`config.mk`:
```
export PLATFORM = sky130hd
export DESIGN_NAME = pipe_dbg_ctrl
export DESIGN_NICKNAME = d
export VERILOG_FILES = /design/src/rtl/pipe_dbg_ctrl.sv
export SDC_FILE = /design/constraint.sdc
export NUM_CORES = 1
export LEC_CHECK = 0
export BUFFER_PORTS_ARGS = -buffer_cell sky130_fd_sc_hd__buf_4
export CAP_MARGIN = 40
export CORE_MARGIN = 2
export CORE_UTILIZATION = 52
export DETAILED_ROUTE_END_ITERATION = 8
export GPL_TIMING_DRIVEN = 0
export PLACE_DENSITY = 0.8
export SLEW_MARGIN = 25
export SYNTH_ARGS = -nofsm -noshare
export SYNTH_HDL_FRONTEND = slang
export SYNTH_SLANG_ARGS = --single-unit
```
`constraint.sdc`:
```
create_clock -name clk -period 4.75 [get_ports clk]
set_clock_uncertainty 0.15 [all_clocks]
set_input_delay 0.95 -clock clk [delete_from_list [all_inputs] [get_ports clk]]
set_output_delay 0.95 -clock clk [all_outputs]
set_load 0.02 [all_outputs]
```
`src/rtl/pipe_dbg_ctrl.sv`:
```
// pipe_dbg_ctrl: UART-driven debug sequencer for the 5-stage pipeline.
// Decodes single-byte commands (s/c/p/d/r), gates the pipeline clock enable,
// drives a pipeline reset pulse and streams a framed snapshot packet
// (HDR, NUM_WORDS*4 data bytes MSB-first, TRL) into the TX char FIFO.
// Optional feature macro: PIPE_DBG_CHECKSUM_EN adds an XOR checksum byte
// between the data bytes and the trailer.
module pipe_dbg_ctrl #(
  parameter int unsigned NUM_WORDS  = 8,
  parameter int unsigned RST_CYCLES = 4,
  parameter logic [7:0]  HDR_BYTE   = 8'hA5,
  parameter logic [7:0]  TRL_BYTE   = 8'h5A
) (
  input  logic                    clk,
  input  logic                    rst_n,
  input  logic [7:0]              rx_data,
  input  logic                    rx_data_rdy,
  input  logic [NUM_WORDS*32-1:0] snap_in,
  input  logic                    fifo_full,
  output logic [7:0]              fifo_din,
  output logic                    fifo_wr_en,
  output logic                    pipe_en,
  output logic                    pipe_rst,
  output logic                    busy
);

  localparam logic [7:0] CMD_STEP  = 8'h73;
  localparam logic [7:0] CMD_RUN   = 8'h63;
  localparam logic [7:0] CMD_PAUSE = 8'h70;
  localparam logic [7:0] CMD_DUMP  = 8'h64;
  localparam logic [7:0] CMD_RST   = 8'h72;
  localparam logic [7:0] ACK_OK    = 8'h4B;
  localparam logic [7:0] ACK_UNK   = 8'h3F;

  localparam logic [5:0] LAST_IDX = 6'(NUM_WORDS*4 - 1);
  localparam logic [3:0] RST_INIT = 4'(RST_CYCLES - 1);

  typedef enum logic [3:0] {
    S_IDLE,
    S_RUN,
    S_STEP,
    S_LATCH,
    S_HDR,
    S_DATA,
`ifdef PIPE_DBG_CHECKSUM_EN
    S_CHK,
`endif
    S_TRL,
    S_RSTP,
    S_ACK
  } state_t;

  state_t                  state_q, state_d;
  logic                    rdy_q;
  logic [NUM_WORDS*32-1:0] snap_q, snap_d;
  logic [5:0]              idx_q, idx_d;
  logic [3:0]              cnt_q, cnt_d;
  logic [7:0]              din_q, din_d;
  logic                    pipe_en_q, pipe_rst_q, busy_q;
`ifdef PIPE_DBG_CHECKSUM_EN
  logic [7:0]              chk_q, chk_d;
`endif

  logic cmd_v;
  logic emit;

  // Byte i of the packet payload: word i/4, byte i%4 counted from the MSB.
  function automatic logic [7:0] byte_at(input logic [NUM_WORDS*32-1:0] s,
                                         input logic [5:0] i);
    logic [9:0] sa;
    sa = {1'b0, i[5:2], 5'b0} + {5'b0, ~i[1:0], 3'b0};
    return 8'(s >> sa);
  endfunction

  assign cmd_v = rx_data_rdy & ~rdy_q;

  // Emit states drive the FIFO strobe directly from the registered state.
  always_comb begin
    emit = 1'b0;
    case (state_q)
      S_HDR, S_DATA, S_TRL, S_ACK: emit = 1'b1;
`ifdef PIPE_DBG_CHECKSUM_EN
      S_CHK:                       emit = 1'b1;
`endif
      default:                     emit = 1'b0;
    endcase
  end

  assign fifo_wr_en = emit & ~fifo_full;
  assign fifo_din   = din_q;
  assign pipe_en    = pipe_en_q;
  assign pipe_rst   = pipe_rst_q;
  assign busy       = busy_q;

  // Next-state, byte mux and datapath updates; emit states advance only on a write.
  always_comb begin
    state_d = state_q;
    snap_d  = snap_q;
    idx_d   = idx_q;
    cnt_d   = cnt_q;
    din_d   = din_q;
`ifdef PIPE_DBG_CHECKSUM_EN
    chk_d   = chk_q;
`endif
    case (state_q)
      S_IDLE: begin
        if (cmd_v) begin
          case (rx_data)
            CMD_STEP:  state_d = S_STEP;
            CMD_RUN:   state_d = S_RUN;
            CMD_DUMP:  state_d = S_LATCH;
            CMD_RST: begin
              state_d = S_RSTP;
              cnt_d   = RST_INIT;
            end
            CMD_PAUSE: begin
              state_d = S_ACK;
              din_d   = ACK_OK;
            end
            default: begin
              state_d = S_ACK;
              din_d   = ACK_UNK;
            end
          endcase
        end
      end
      S_RUN: begin
        if (cmd_v) begin
          if (rx_data == CMD_PAUSE) begin
            state_d = S_ACK;
            din_d   = ACK_OK;
          end else if (rx_data == CMD_RST) begin
            state_d = S_RSTP;
            cnt_d   = RST_INIT;
          end
        end
      end
      S_STEP: state_d = S_LATCH;
      S_LATCH: begin
        snap_d  = snap_in;
        idx_d   = '0;
        din_d   = HDR_BYTE;
`ifdef PIPE_DBG_CHECKSUM_EN
        chk_d   = '0;
`endif
        state_d = S_HDR;
      end
      S_HDR: begin
        if (fifo_wr_en) begin
          din_d   = byte_at(snap_q, 6'd0);
          state_d = S_DATA;
        end
      end
      S_DATA: begin
        if (fifo_wr_en) begin
`ifdef PIPE_DBG_CHECKSUM_EN
          chk_d = chk_q ^ din_q;
`endif
          if (idx_q == LAST_IDX) begin
`ifdef PIPE_DBG_CHECKSUM_EN
            // The byte leaving now is folded in here so the checksum is ready a cycle early.
            din_d   = chk_q ^ din_q;
            state_d = S_CHK;
`else
            din_d   = TRL_BYTE;
            state_d = S_TRL;
`endif
          end else begin
            idx_d = idx_q + 6'd1;
            din_d = byte_at(snap_q, idx_q + 6'd1);
          end
        end
      end
`ifdef PIPE_DBG_CHECKSUM_EN
      S_CHK: begin
        if (fifo_wr_en) begin
          din_d   = TRL_BYTE;
          state_d = S_TRL;
        end
      end
`endif
      S_TRL: begin
        if (fifo_wr_en) state_d = S_IDLE;
      end
      S_ACK: begin
        if (fifo_wr_en) state_d = S_IDLE;
      end
      S_RSTP: begin
        if (cnt_q == 4'd0) begin
          state_d = S_ACK;
          din_d   = ACK_OK;
        end else begin
          cnt_d = cnt_q - 4'd1;
        end
      end
      default: state_d = S_IDLE;
    endcase
  end

  // State, datapath and registered outputs (decoded from the next state).
  always_ff @(posedge clk or negedge rst_n) begin
    if (!rst_n) begin
      state_q    <= S_IDLE;
      rdy_q      <= 1'b0;
      snap_q     <= '0;
      idx_q      <= '0;
      cnt_q      <= '0;
      din_q      <= '0;
      pipe_en_q  <= 1'b0;
      pipe_rst_q <= 1'b0;
      busy_q     <= 1'b0;
`ifdef PIPE_DBG_CHECKSUM_EN
      chk_q      <= '0;
`endif
    end else begin
      state_q    <= state_d;
      rdy_q      <= rx_data_rdy;
      snap_q     <= snap_d;
      idx_q      <= idx_d;
      cnt_q      <= cnt_d;
      din_q      <= din_d;
      pipe_en_q  <= (state_d == S_RUN) || (state_d == S_STEP);
      pipe_rst_q <= (state_d == S_RSTP);
      busy_q     <= (state_d != S_IDLE) && (state_d != S_RUN);
`ifdef PIPE_DBG_CHECKSUM_EN
      chk_q      <= chk_d;
`endif
    end
  end

endmodule

```
**Word level (Yosys, flattened, before mapping)**

Cells that the tools add are included.

- Output and inout port bits: 12
- Input bits: 268
- Word-level logic and storage cells: 90
- Flip-flop bits (word level): 282

- Equal/unequal tests: 28
- Shifts and indexed selects: 1
- Bitwise gates (word level): 5
- Reduce and logical (&&, ||, !) cells: 14
- Multiplexer cells: 30
- Add/subtract/negate cells: 3

Operator list:

| kind | number |
|---|---|
| >> shifter 256 x 10 -> 8 bit | 1 |
| 2-to-1 mux 4 bit | 14 |
| 2-to-1 mux 8 bit | 7 |
| one-hot mux 8 bit (6 select lines) | 1 |
| == test 8 x 7 -> 1 bit, second input constant | 5 |
| one-hot mux 4 bit (8 select lines) | 1 |
| == test 4 x 3 -> 1 bit, second input constant | 5 |
| inequality test 2 bit, second input constant | 10 |
| one-hot mux 4 bit (4 select lines) | 1 |
| one-hot mux 8 bit (2 select lines) | 1 |
| == test 4 x 2 -> 1 bit, second input constant | 3 |
| 2-to-1 mux 6 bit | 2 |
| one-hot mux 4 bit (3 select lines) | 1 |
| one-hot mux 6 bit (2 select lines) | 1 |
| adder 9 x 5 -> 10 bit | 1 |
| == test 4 x 1 -> 1 bit, second input constant | 2 |
| zero test 4 bit | 2 |
| AND reduction 8 bit | 1 |
| OR reduction 4 bit | 2 |
| adder 6 x 1 -> 6 bit, second input constant | 1 |
| == test 6 x 5 -> 1 bit, second input constant | 1 |
| nonzero test 6 bit | 1 |
| AND reduction 5 bit | 1 |
| == test 4 bit, second input constant | 1 |
| other kinds (13) | 15 |

**Logic depth before layout (Yosys ltp)**

- Depth in word-level cells: 8
- Gate-level depth with buffers: 9
- Gate-level depth less buffers: 8

**Worst setup path after synthesis**

No wires, ideal clock.

- Kind: input port to flip-flop
- Start: input port rx_data[1]
- End: register din_q[0] (netlist: fifo_din[0])
- Path slack: 1.748 ns
- Arrival time: 2.718 ns
- Stages on the path: 7
- Data required time: 4.466 ns
- Buffers on the path: 1
- Library setup time: 0.134 ns
- Cells stage by stage: or4b_1 -> or2_0 -> clkbuf_1 -> a21oi_1 -> o211ai_1 -> a2111oi_0 -> o22ai_1

- Word-level cells in the longest chain between the ends: 4
- Elaborated cells on any way between the ends: 9
- Classes of those cells: eq/ne (7); reduce/logical (2)

Ends and longest elaborated chain:

| item | RTL line | source |
|---|---|---|
| from (decl) | 15 | `input logic [7:0] rx_data,` |
| == test 8 x 7 -> 1 bit | 107 | `case (rx_data)` |
| OR reduction 4 bit (no line) | - |  |
| inequality test 2 bit (no line) | - |  |
| AND reduction 8 bit (no line) * | - |  |
| to (signal assigned) | 220 | `din_q <= din_d;` |
| to (decl) | 57 | `logic [7:0] din_q, din_d;` |

Every way passes the cells marked *; elsewhere a longest branch is shown, timed or not.
A chain may end at the register's enable or synchronous reset.

**Worst setup path in the final report**

- Start: register state_q[3]
- End: output port fifo_wr_en

- Word-level cells in the longest chain between the ends: 4
- Elaborated cells on any way between the ends: 7
- Classes of those cells: eq/ne (4); mux (1); bitwise (1); reduce/logical (1)

Ends and longest elaborated chain:

| item | RTL line | source |
|---|---|---|
| from (decl) | 52 | `state_t state_q, state_d;` |
| from (signal assigned) | 215 | `state_q <= state_d;` |
| == test 4 bit or == test 4 x 3 -> 1 bit (tied branches) | 79 | `case (state_q)` |
| OR reduction 4 bit * | 79 |  |
| 2-to-1 mux 1 bit * | 79 |  |
| AND 1 bit * | 88 | `assign fifo_wr_en = emit & ~fifo_full;` |
| to (decl) | 20 | `output logic fifo_wr_en,` |

Marked as above.

==> flow_metrics.py <==
metrics = {
    "flow_run": {
        "maxCapViolCount": 0,
    },
    "finish": {
        "syn_to_final_growth_pct": 26.8,
        "instances_no_fill": 2184,
        "final_common_cell": "nand2_1",
        "finalNetCount": 2100,
        "antenna_cells": 0,
        "drive_gt1_frac": 0.230,
        "fin_util": 0.665,
        "mostFrequentLayoutCells": "nand2_1, dfrtp_1, buf_4, clkbuf_1, mux4_2",
    },
    "yosys": {
        "yosys_warnings": 0,
        "ys_seq_area_frac": 0.521,
        "syn_nets": 1780,
        "netlist.area_leader.share": 0.521,
        "yosysUniqueCellTypes": 65,
        "ys_async_sr_fraction": 1.00,
        "synth-seq-cells": 282,
        "syn_area_per_cell_sq_um": 8.98,
        "synth.area.top_cells": "dfrtp_1, nand2_1, mux4_2",
        "ys.flop_type": "dfrtp_1",
        "synth_edf_count": 0,
        "synthCells": 1509,
        "synth_largest_area_cell": "dfrtp_1",
        "syn-cell-area_sq_um": 13600,
    },
    "die": {
        "initial_core_util": 0.525,
        "io_pins": 280,
        "core_area_sq_um": 25800,
        "fp.dieH_um": 165,
        "die_area_sq_um": 27400,
        "die_w_um": 165,
        "fp-row-count": 59,
    },
    "global_route": {
        "grt_max_degree": 94,
        "grt_pass1_wl_um": 66900,
        "grt_overflow": 0,
        "antenna_found_initial": 0,
        "grt_pass1_vias": 12347,
        "grtUsageTotal": 0.327,
    },
    "routing": {
        "via_per_inst": 5.60,
        "first_pass_iters": 5,
        "ant_nets": 0,
        "num_vias": 12239,
        "wirelength_um": 43800,
        "wl_per_cell_um": 20.1,
        "drt_iter0_drc": 1080,
        "drc": 0,
    },
    "sta": {
        "tightest_slew_ns": 0.906,
        "setup_viol": 0,
        "final_max_slew_viol_count": 0,
        "fin_crit_sh": 0.722,
        "setup_tns_ns": 0,
        "period_minus_slack_ns": 3.43,
        "maxSlewHeadroom": 0.395,
        "fmax_ghz": 0.291,
        "rsz0062_at_grt": "no",
        "hold_violations": 0,
    },
    "setup_path": {
        "r2r_start": "idx_q[1]",
        "crit_fanout": 9,
        "reg2reg_depth": 9,
        "worstPathArrival_ns": 2.33,
        "critPathKind": "reg -> out",
        "cp.required_ns": 3.65,
        "start_kind": "flip-flop",
        "cp-startpoint": "state_q[3]",
        "crit_path_end_kind": "output port",
    },
    "clock_tree": {
        "post-cts-setup-buffer-count": 0,
        "clk_latency_ns": 0.58,
        "cts_resized": 0,
        "cts_num_sinks": 282,
        "path_clk_slew_ns": 0.06,
        "ctsHoldBuffers": 0,
        "htree_num_levels": 1,
        "clk_path_buf_depth": 3,
        "cts_inserted_buffers": 29,
        "cts_tree": "done",
        "cts_root_buf": "clkbuf_16",
    },
    "pwr": {
        "p_per_area_nw_per_um2": 315,
        "p_switching_w": 0.00133,
        "swShare": 0.246,
        "p_clk_frac": 0.423,
        "seq_power_share": 0.463,
        "p_comb_frac": 0.114,
        "ir_drop_mv": 0.295,
        "p_leak_nw": 7.75,
        "power.internal_w": 0.00408,
    },
    "placed_design": {
        "gp_congestion": 0.943,
        "dp_hpwl_um": 32200,
        "placedCellCount": 2131,
        "numPortBuffers": 279,
    },
    "status": {
        "run_status": "completed",
    },
    "hold_path": {
        "min_path_type": "in -> async",
    },
}
-- power by group through the flow --
| stage | sequential, W | clock (W) | combinational [W] |
|---|---|---|---|
| 2_1_floorplan | 0.00254 | 0 | 0.000233 |
| 3_3_place_gp | 0.00254 | 0 | 0.000579 |
| 3_5_place_dp | 0.00254 | 0 | 0.000606 |
| 4_1_cts | 0.00250 | 0.00231 | 0.000611 |
| 5_1_grt | 0.00251 | 0.00240 | 0.000665 |
| 6_report | 0.00250 | 0.00229 | 0.000615 |
-- worst paths after layout --
path                                to  slack (ns)
max                         fifo_wr_en        1.32
min                         snap_q[15]        0.13
max reg2reg                fifo_din[7]        1.39
min reg2reg                snap_q[227]        0.32
max in group asynchronous   snap_q[97]        3.23
min in group clk           snap_q[227]        0.32
-- worst max-delay path, stage by stage (launching register included) --
cell      delay (ns)
dfrtp_1         0.36
clkbuf_1        0.21
nor3b_1         0.79
nor2_1          0.14
nor2_1          0.13
buf_4           0.15
-- cells by family after synthesis --
group	Yosys count	synth area share
adders and majority gates	3	0.00277
buffers and inverters	107	0.0313
and+or+nand+nor	936	0.276
xor gates and xnor gates	7	0.00452
muxes	74	0.114
AOI/OAI and AO/OA	100	0.0503
DFF	282	0.521
-- synth_stat cells, types with 3 or more instances --
| cell | instances |
|---|---|
| a311oi_1 | 3 |
| o211ai_1 | 6 |
| and3b_1 | 4 |
| or4_1 | 3 |
| buf_1 | 5 |
| buf_2 | 12 |
| nand4_1 | 4 |
| nor2b_1 | 5 |
| nand2b_1 | 3 |
| inv_1 | 13 |
| a22oi_1 | 3 |
| dfrtp_1 | 282 |
| a21oi_1 | 20 |
| nand3_1 | 32 |
| or3_1 | 6 |
| clkbuf_1 | 76 |
| a32oi_1 | 5 |
| a31oi_1 | 8 |
| mux2i_1 | 7 |
| nor3_1 | 6 |
| o21ai_0 | 29 |
| xnor2_1 | 5 |
| nor3b_1 | 4 |
| mux4_2 | 64 |
| nor2_1 | 24 |
| o31ai_1 | 3 |
| ha_1 | 3 |
| mux2_2 | 3 |
| nand2_1 | 828 |
-- flip-flops by register name, summed over array words and instances, names as in the netlist --
signal and count:
state_q 4, rdy_q 1, snap_q 256, busy 1, fifo_din 8, pipe_rst 1, pipe_en 1, cnt_q 4
idx_q 6
-- metal layers --
metal  global-route usage  share of wire  wire length, um
met4                0.123          0.038             1680
met1                0.428           0.39            17300
met2                0.541           0.49            21300
met5                    0              0                0
met3               0.0692          0.082             3580
-- metrics by stage --
stage | hold WS, ns | total power [W] | setup slack (ns) | area [sq um]
after detailed placement | 0.308 | 0.00315 | 1.15 | 16200
final | 0.130 | 0.00540 | 1.32 | 17200
after global placement | 0.302 | 0.00312 | 0.204 | 16100
after global routing | 0.149 | 0.00557 | 1.19 | 17200
after floorplan | 0.290 | 0.00278 | 1.75 | 13600
after CTS | 0.130 | 0.00542 | 1.21 | 17200
-- final cells by class --
class	instances	area (sq um)
Clock inverter	9	110
Sequential cell	282	7060
Timing Repair Buffer	289	2260
Inverter	13	48.8
Buffer	94	375
Tap cell	335	419
Fill cell	2138	8660
Clock buffer	42	835
Multi-Input combinational cell	1120	6080
(Power assumes the default switching activity.)
